<file path="config.mk">
export PLATFORM = sky130hd
export DESIGN_NAME = spi_led_regs
export DESIGN_NICKNAME = d
export VERILOG_FILES = /design/src/rtl/spi_led_regs_pkg.sv /design/src/rtl/spi_led_regs_regfile.sv /design/src/rtl/spi_led_regs.sv
export SDC_FILE = /design/constraint.sdc
export NUM_CORES = 1
export LEC_CHECK = 0
export ABC_AREA = 1
export CAP_MARGIN = 20
export CORE_ASPECT_RATIO = 0.75
export CORE_MARGIN = 2
export CORE_UTILIZATION = 50
export DETAILED_ROUTE_END_ITERATION = 6
export PLACE_DENSITY = 0.76
export SYNTH_ARGS = -nofsm -noshare
export SYNTH_HDL_FRONTEND = slang
export SYNTH_SLANG_ARGS = --single-unit
</file>
<file path="constraint.sdc">
create_clock -name sysclk -period 4 [get_ports sysclk]
set_input_delay 1 -clock sysclk [delete_from_list [all_inputs] [get_ports sysclk]]
set_output_delay 1 -clock sysclk [all_outputs]
set_load 0.02 [all_outputs]
</file>
<file path="src/rtl/spi_led_regs_pkg.sv">
`default_nettype none
// ============================================================================
// Module   : spi_led_regs_pkg
// Purpose  : Shared constants, command field positions and FSM encoding for
//            the SPI LED register block.
// Revision : 1.0 - initial release
// ============================================================================
package spi_led_regs_pkg;

    localparam int BRIGHTNESS_WIDTH = 8;

    localparam logic [3:0] ADDR_BR0    = 4'h0;
    localparam logic [3:0] ADDR_ENB    = 4'h8;
    localparam logic [3:0] ADDR_STATUS = 4'h9;
    localparam logic [3:0] ADDR_ID     = 4'hF;

    localparam int CMD_W_BIT    = 7;
    localparam int CMD_RSVD_MSB = 6;
    localparam int CMD_RSVD_LSB = 4;
    localparam int CMD_ADDR_MSB = 3;
    localparam int CMD_ADDR_LSB = 0;

    typedef enum logic [1:0] {
        ST_IDLE  = 2'd0,
        ST_CMD   = 2'd1,
        ST_DATA  = 2'd2,
        ST_DRAIN = 2'd3
    } state_t;

    // Brightness registers occupy the bottom of the map, one per LED.
    function automatic logic is_br_addr(input logic [3:0] addr, input int n_leds);
        return addr < 4'(n_leds);
    endfunction

endpackage
`default_nettype wire

</file>
<file path="src/rtl/spi_led_regs_regfile.sv">
`default_nettype none
// ============================================================================
// Module   : spi_led_regfile
// Purpose  : Shadow/live LED registers with write port, atomic commit and
//            combinational read mux over the live copy.
// Revision : 1.0 - initial release
// ============================================================================
module spi_led_regfile
    import spi_led_regs_pkg::*;
#(
    parameter int         N_LEDS   = 4,
    parameter int         BW       = BRIGHTNESS_WIDTH,
    parameter logic [7:0] ID_VALUE = 8'hA5
) (
    input  logic                   sysclk,
    input  logic                   i_rst_n,
    input  logic                   i_reload,
    input  logic                   i_commit,
    input  logic                   i_wr_en,
    input  logic [3:0]             i_wr_addr,
    input  logic [7:0]             i_wr_data,
    input  logic [3:0]             i_rd_addr,
    input  logic                   i_err,
    output logic [7:0]             o_rd_data,
    output logic [N_LEDS*BW-1:0]   o_brightness,
    output logic [N_LEDS-1:0]      o_enb
);

    logic [BW-1:0]     r_sh_br   [N_LEDS];
    logic [BW-1:0]     r_live_br [N_LEDS];
    logic [N_LEDS-1:0] r_sh_enb;
    logic [N_LEDS-1:0] r_live_enb;
    logic              w_unused_wr_bits;

    assign w_unused_wr_bits = ^i_wr_data;

    always_ff @(posedge sysclk) begin
        if (!i_rst_n) begin
            for (int k = 0; k < N_LEDS; k++) begin
                r_sh_br[k]   <= '0;
                r_live_br[k] <= '0;
            end
            r_sh_enb   <= '0;
            r_live_enb <= '0;
        end else begin
            if (i_commit) begin
                for (int k = 0; k < N_LEDS; k++) begin
                    r_live_br[k] <= r_sh_br[k];
                end
                r_live_enb <= r_sh_enb;
            end
            // A commit landing on a reload already leaves shadow equal to the new live values.
            if (i_reload && !i_commit) begin
                for (int k = 0; k < N_LEDS; k++) begin
                    r_sh_br[k] <= r_live_br[k];
                end
                r_sh_enb <= r_live_enb;
            end else if (i_wr_en) begin
                for (int k = 0; k < N_LEDS; k++) begin
                    if (i_wr_addr == ADDR_BR0 + 4'(k)) begin
                        r_sh_br[k] <= i_wr_data[BW-1:0];
                    end
                end
                if (i_wr_addr == ADDR_ENB) begin
                    r_sh_enb <= i_wr_data[N_LEDS-1:0];
                end
            end
        end
    end

    always_comb begin
        o_rd_data = 8'h00;
        case (i_rd_addr)
            ADDR_ENB:    o_rd_data = 8'(r_live_enb);
            ADDR_STATUS: o_rd_data = {7'b0, i_err};
            ADDR_ID:     o_rd_data = ID_VALUE;
            default: begin
                for (int k = 0; k < N_LEDS; k++) begin
                    if (i_rd_addr == ADDR_BR0 + 4'(k)) begin
                        o_rd_data = 8'(r_live_br[k]);
                    end
                end
            end
        endcase
    end

    generate
        for (genvar g = 0; g < N_LEDS; g++) begin : g_led_flat
            assign o_brightness[g*BW +: BW] = r_live_br[g];
        end
    endgenerate

    assign o_enb = r_live_enb;

endmodule
`default_nettype wire

</file>
<file path="src/rtl/spi_led_regs.sv">
`default_nettype none
// ============================================================================
// Module   : spi_led_regs
// Purpose  : SPI byte-frame decoder for per-LED brightness/enable registers
//            with frame-atomic commit and sticky protocol error.
// Revision : 1.0 - initial release
// ============================================================================
module spi_led_regs
    import spi_led_regs_pkg::*;
#(
    parameter int         N_LEDS   = 4,
    parameter int         BW       = BRIGHTNESS_WIDTH,
    parameter logic [7:0] ID_VALUE = 8'hA5
) (
    input  logic                   sysclk,
    input  logic                   i_rst_n,
    input  logic                   i_cs_n,
    input  logic                   i_rx_valid,
    input  logic [7:0]             i_rx_byte,
    output logic [7:0]             o_tx_byte,
    output logic [N_LEDS*BW-1:0]   o_brightness,
    output logic [N_LEDS-1:0]      o_enb,
    output logic                   o_err
);

    state_t     r_state;
    state_t     w_state_nxt;
    logic       r_cs_n_q;
    logic [3:0] r_addr;
    logic       r_wr;
    logic       r_frame_wr;
    logic       r_frame_err;
    logic       r_err;
    logic       r_commit;
    logic [7:0] r_tx;

    logic [3:0] w_cmd_addr;
    logic       w_cmd_w;
    logic       w_cmd_ok;
    logic [3:0] w_addr_inc;
    logic       w_cs_rise;
    logic       w_stray;
    logic       w_reload;
    logic       w_latch_cmd;
    logic       w_cmd_err;
    logic       w_wr_en;
    logic       w_load_tx;
    logic       w_adv_addr;
    logic       w_clr_err;
    logic [3:0] w_rd_addr;
    logic [7:0] w_rd_data;

    assign w_cmd_addr = i_rx_byte[CMD_ADDR_MSB:CMD_ADDR_LSB];
    assign w_cmd_w    = i_rx_byte[CMD_W_BIT];
    assign w_cmd_ok   = (i_rx_byte[CMD_RSVD_MSB:CMD_RSVD_LSB] == 3'b000)
                      && (is_br_addr(w_cmd_addr, N_LEDS) || (w_cmd_addr == ADDR_ENB)
                          || (!w_cmd_w && ((w_cmd_addr == ADDR_STATUS) || (w_cmd_addr == ADDR_ID))));

    assign w_addr_inc = !is_br_addr(r_addr, N_LEDS)     ? r_addr   :
                        (r_addr == 4'(N_LEDS - 1))      ? ADDR_BR0 :
                                                          r_addr + 4'd1;

    // r_cs_n_q resets low so a frame still open at reset release is drained, not decoded.
    assign w_cs_rise = i_cs_n & ~r_cs_n_q;
    assign w_stray   = i_rx_valid & i_cs_n & r_cs_n_q;

    always_comb begin
        w_state_nxt = r_state;
        w_reload    = 1'b0;
        w_latch_cmd = 1'b0;
        w_cmd_err   = 1'b0;
        w_wr_en     = 1'b0;
        w_load_tx   = 1'b0;
        w_adv_addr  = 1'b0;
        w_clr_err   = 1'b0;
        w_rd_addr   = r_addr;
        if (i_cs_n) begin
            w_state_nxt = ST_IDLE;
        end else begin
            case (r_state)
                ST_IDLE: begin
                    if (r_cs_n_q) begin
                        w_state_nxt = ST_CMD;
                        w_reload    = 1'b1;
                    end else begin
                        w_state_nxt = ST_DRAIN;
                    end
                end
                ST_CMD: begin
                    if (i_rx_valid) begin
                        if (w_cmd_ok) begin
                            w_state_nxt = ST_DATA;
                            w_latch_cmd = 1'b1;
                            w_load_tx   = 1'b1;
                            w_rd_addr   = w_cmd_addr;
                            w_clr_err   = !w_cmd_w && (w_cmd_addr == ADDR_STATUS);
                        end else begin
                            w_state_nxt = ST_DRAIN;
                            w_cmd_err   = 1'b1;
                        end
                    end
                end
                ST_DATA: begin
                    if (i_rx_valid) begin
                        w_adv_addr = 1'b1;
                        w_wr_en    = r_wr;
                        w_load_tx  = !r_wr;
                        w_rd_addr  = w_addr_inc;
                        w_clr_err  = !r_wr && (w_addr_inc == ADDR_STATUS);
                    end
                end
                default: w_state_nxt = ST_DRAIN;
            endcase
        end
    end

    always_ff @(posedge sysclk) begin
        if (!i_rst_n) begin
            r_state     <= ST_IDLE;
            r_cs_n_q    <= 1'b0;
            r_addr      <= '0;
            r_wr        <= 1'b0;
            r_frame_wr  <= 1'b0;
            r_frame_err <= 1'b0;
            r_err       <= 1'b0;
            r_commit    <= 1'b0;
            r_tx        <= 8'h00;
        end else begin
            r_state  <= w_state_nxt;
            r_cs_n_q <= i_cs_n;
            if (w_latch_cmd) begin
                r_addr <= w_cmd_addr;
                r_wr   <= w_cmd_w;
            end else if (w_adv_addr) begin
                r_addr <= w_addr_inc;
            end
            if (w_reload) begin
                r_frame_wr  <= 1'b0;
                r_frame_err <= 1'b0;
            end else begin
                if (w_wr_en)   r_frame_wr  <= 1'b1;
                if (w_cmd_err) r_frame_err <= 1'b1;
            end
            if (w_cmd_err || w_stray) begin
                r_err <= 1'b1;
            end else if (w_clr_err) begin
                r_err <= 1'b0;
            end
            if (w_load_tx) begin
                r_tx <= w_rd_data;
            end
            r_commit <= w_cs_rise & r_frame_wr & ~r_frame_err;
        end
    end

    spi_led_regfile #(
        .N_LEDS   (N_LEDS),
        .BW       (BW),
        .ID_VALUE (ID_VALUE)
    ) u_regfile (
        .sysclk       (sysclk),
        .i_rst_n      (i_rst_n),
        .i_reload     (w_reload),
        .i_commit     (r_commit),
        .i_wr_en      (w_wr_en),
        .i_wr_addr    (r_addr),
        .i_wr_data    (i_rx_byte),
        .i_rd_addr    (w_rd_addr),
        .i_err        (r_err),
        .o_rd_data    (w_rd_data),
        .o_brightness (o_brightness),
        .o_enb        (o_enb)
    );

    assign o_tx_byte = r_tx;
    assign o_err     = r_err;

endmodule
`default_nettype wire

</file>
==> summary.md <==
| Metric | Value |
|---|---|
| HP Class | `reg2reg` |
| Syn nets | `553` |
| Worst-margin pin slew | `0.521 ns` |
| Syn. warnings | `0` |
| Endpoint class of the critical path | `flip-flop` |
| Total core area | `0.00901 mm^2` |
| Die height | `87.1 um` |
| Place WS | `0.406 ns` |
| Vias | `3950` |
| Clock transition at path regs | `0.07 ns` |
| Critical hold path startpoint | `r_frame_err` |
| DR WL/cell | `17.5 um` |
| Pin count of the biggest net entering global routing | `37` |
| H-tree depth | `3` |
| Die W | `115 um` |
| WHS Endpoint | `r_commit` |
| Slew Limit Headroom | `65.2%` |
| Drc violations | `0` |
| Placed instance count | `695` |
| DR iter-0 viols | `512` |
| Unrepaired setup endpoints after global routing | `no` |
| Vias in the first global route | `3667` |
| Largest delay share family, worst path | `simple AND/OR/NAND/NOR gates` |
| Most common cell after layout, fill and taps aside | `nand2_1` |
| Final worst slack | `0.708 ns` |
| Post-DRT Antenna Nets | `0` |
| Register area share after synthesis | `54.0%` |
| Num CTS Buffers | `9` |
| Worst-skew pair later-pin latency | `0.34 ns` |
| IO buf count | `56` |
| Max Slew Vio Count | `0` |
| CP cell instances | `clkdlybuf4s50_1, inv_2, nand2_2, nand2_1, nand2_2, nand2_4, nand3_4, nand2_1, nand3_2, a21oi_4, nor2_4, a21oi_1, nand3_1, nor2_1, nor2_1` |
| Cts repair resizes | `0` |
| Worst VDD drop | `0.283 mV` |
| TritonCTS clock tree | `yes` |
| Worst path depth | `15` |
| RD Place Congestion | `1.05` |
| Vias per cell | `5.56` |
| Layout Nets | `613` |
| Ys flop type | `edfxtp_1` |
| Post-Syn Area per Cell | `8.61 um^2` |
| Power density cells | `397 mW/mm^2` |
| WP buf/inv | `2` |
| Die ar. | `0.00999 mm^2` |
| Final non-filler cell total | `711` |
| Reg2Reg Setup Slack | `1.39 ns` |
| EDFF count, synth | `64` |
| Startpoint class of the critical path | `input port` |
| Post-route minimum period | `3.29 ns` |
| Synth Register Bits | `92` |
| Status | `completed` |
| Static Leak | `2.28 nW` |
| Final Cycle Share | `82.3%` |
| Area after DPL | `0.00528 mm^2` |
| Hold Buf Count CTS | `0` |
| R2R cell count | `16` |
| RR Endpoint | `o_tx_byte[2]` |
| Syn-to-layout area delta | `21.9%` |
| Clock Skews | `0.00704 ns` |
| Max frequency | `304 MHz` |
| Rows | `30` |
| Post-synthesis cell area | `0.00460 mm^2` |
| Total negative setup slack | `0 ns` |
| Number of I/O pins | `57` |
| Root Driver | `clkbuf_16` |
| Syn Inst Count | `534` |
| Hold Vio Cnt, Final | `0` |
| Crit-path max cell delay | `0.63 ns` |
| Final setup vio count | `0` |
| Clock Sinks | `92` |
| Netlist cell types | `36` |
| Antenna Cells | `0` |
| Arrival time at the worst endpoint | `3.53 ns` |
| Worst EP required | `4.24 ns` |
| Gr ovfl total | `0` |
| Routed WL | `12.4 mm` |
| Initial Util | `51.0%` |
| Drt first pass iters | `5` |
| Clock Path Buffers | `2` |
| Layout cells sized above 1 | `8.51%` |
| Most frequent cells in the layout | `nand2_1, inv_1, nor2_1` |
| R2r startpoint | `r_state[0]` |
| Post-CTS Setup Repair Bufs | `0` |
| Worst Path Max Fanout | `8` |
| Async SR Flop Fraction | `0%` |
| Setup CP Type | `in2reg` |
| Overall routing resource usage | `26.4%` |
| Design Area, Final | `0.00560 mm^2` |
| Initial antenna violation count | `0` |
| FILL cells | `798` |
| Slowest stage cell, crit path | `clkdlybuf4s50_1` |
| Max-Cap Viols | `0` |
| Global-route wire length before repair | `19.6 mm` |
| Hold path cells | `1` |
| HPWL Detailed | `9.19 mm` |
| Overall Power | `2.22 mW` |
worst max path at each step:
stage | slack, ns | to | from
after CTS | 0.76 | o_tx_byte[1] | i_rx_byte[1]
after global placement | 0.34 | u_regfile.r_sh_br[3][4] | i_rx_valid
after detailed placement | 0.41 | u_regfile.r_sh_br[3][5] | i_rx_valid
after global routing | 0.51 | u_regfile.r_sh_br[3][4] | i_rx_valid
final | 0.71 | o_tx_byte[3] | i_rx_byte[1]
after floorplan | 0.76 | u_regfile.r_sh_br[3][0] | i_rst_n
cell type report:
type / instances / area [um^2] / area share, %
flip-flops and latches: 92 / 2480 / 44.3
well taps: 112 / 140 / 2.50
multi-input cells: 331 / 1680 / 30.0
inverters: 98 / 369 / 6.59
clock inverters: 7 / 98.8 / 1.76
repair buffers: 62 / 606 / 10.8
clock buffers: 9 / 225 / 4.02
kinds of logic (layout without fill, tap and decap cells):
logic type / count (synthesis) / in the layout / synth area share, %
adders and majority gates: 7 / 7 / 1.90
and+or+nand+nor: 238 / 238 / 23.9
AOI/OAI and AO/OA: 86 / 86 / 10.7
buffers and inverters: 111 / 176 / 9.44
DFF: 92 / 92 / 54.0
state kept, by name (all words and copies together), names as in the netlist:
register,cells
u_regfile.r_sh_br,32
r_commit,1
o_tx_byte,8
r_frame_wr,1
r_wr,1
r_frame_err,1
u_regfile.r_live_br,32
u_regfile.r_sh_enb,4
o_err,1
u_regfile.o_enb,4
r_cs_n_q,1
r_addr,4
r_state,2
stage by stage:
stage | hold WS (ns) | util, %
floorplan | 0.399 | -
global route | 0.459 | 62.2
detailed placement | 0.412 | 58.6
finish | 0.434 | 62.2
global placement | 0.414 | 58.6
CTS | 0.432 | 62.2
worst reg2reg max path, delay by kind of cell, from the launching register on:
kind                       cells  cell delay, ns
adders and majority gates      1            0.27
and+or+nand+nor               11            1.53
DFF                            1            0.37
buffers and inverters          4            0.36
where the power goes:
group | switching (mW) | internal (mW) | total (mW)
clock network | 0.378 | 0.553 | 0.931
logic | 0.148 | 0.0707 | 0.219
registers | 0.0217 | 1.05 | 1.07
synthesized netlist by cell type, types with 2 or more instances:
library cell,n,share of area (%)
nor2_4,5,1.2
a211oi_1,5,0.82
a21oi_1,17,1.9
inv_2,7,0.57
edfxtp_1,64,42
dfxtp_1,28,12
nor4_1,3,0.41
nand2_2,6,0.82
a31oi_1,8,1.1
nand4_1,10,1.4
nand3_1,34,3.7
inv_1,90,7.3
o211ai_1,5,0.82
nor2_2,4,0.54
buf_2,4,0.44
nand3_4,2,0.76
nor2_1,71,5.8
nor3_1,4,0.44
clkbuf_1,7,0.57
o22ai_1,5,0.68
o21ai_0,41,4.5
ha_1,7,1.9
nand2_1,94,7.7
layer usage:
layer  vias to the layer above  global-route usage, %  part of all wire [%]
met4                         0                   10.6                   2.1
li1                       1880                      -                     -
met2                       208                   38.6                    44
met5                         -                      0                     0
met3                        30                   5.85                   9.3
met1                      1832                   38.2                    45
(Power assumes the default switching activity.)
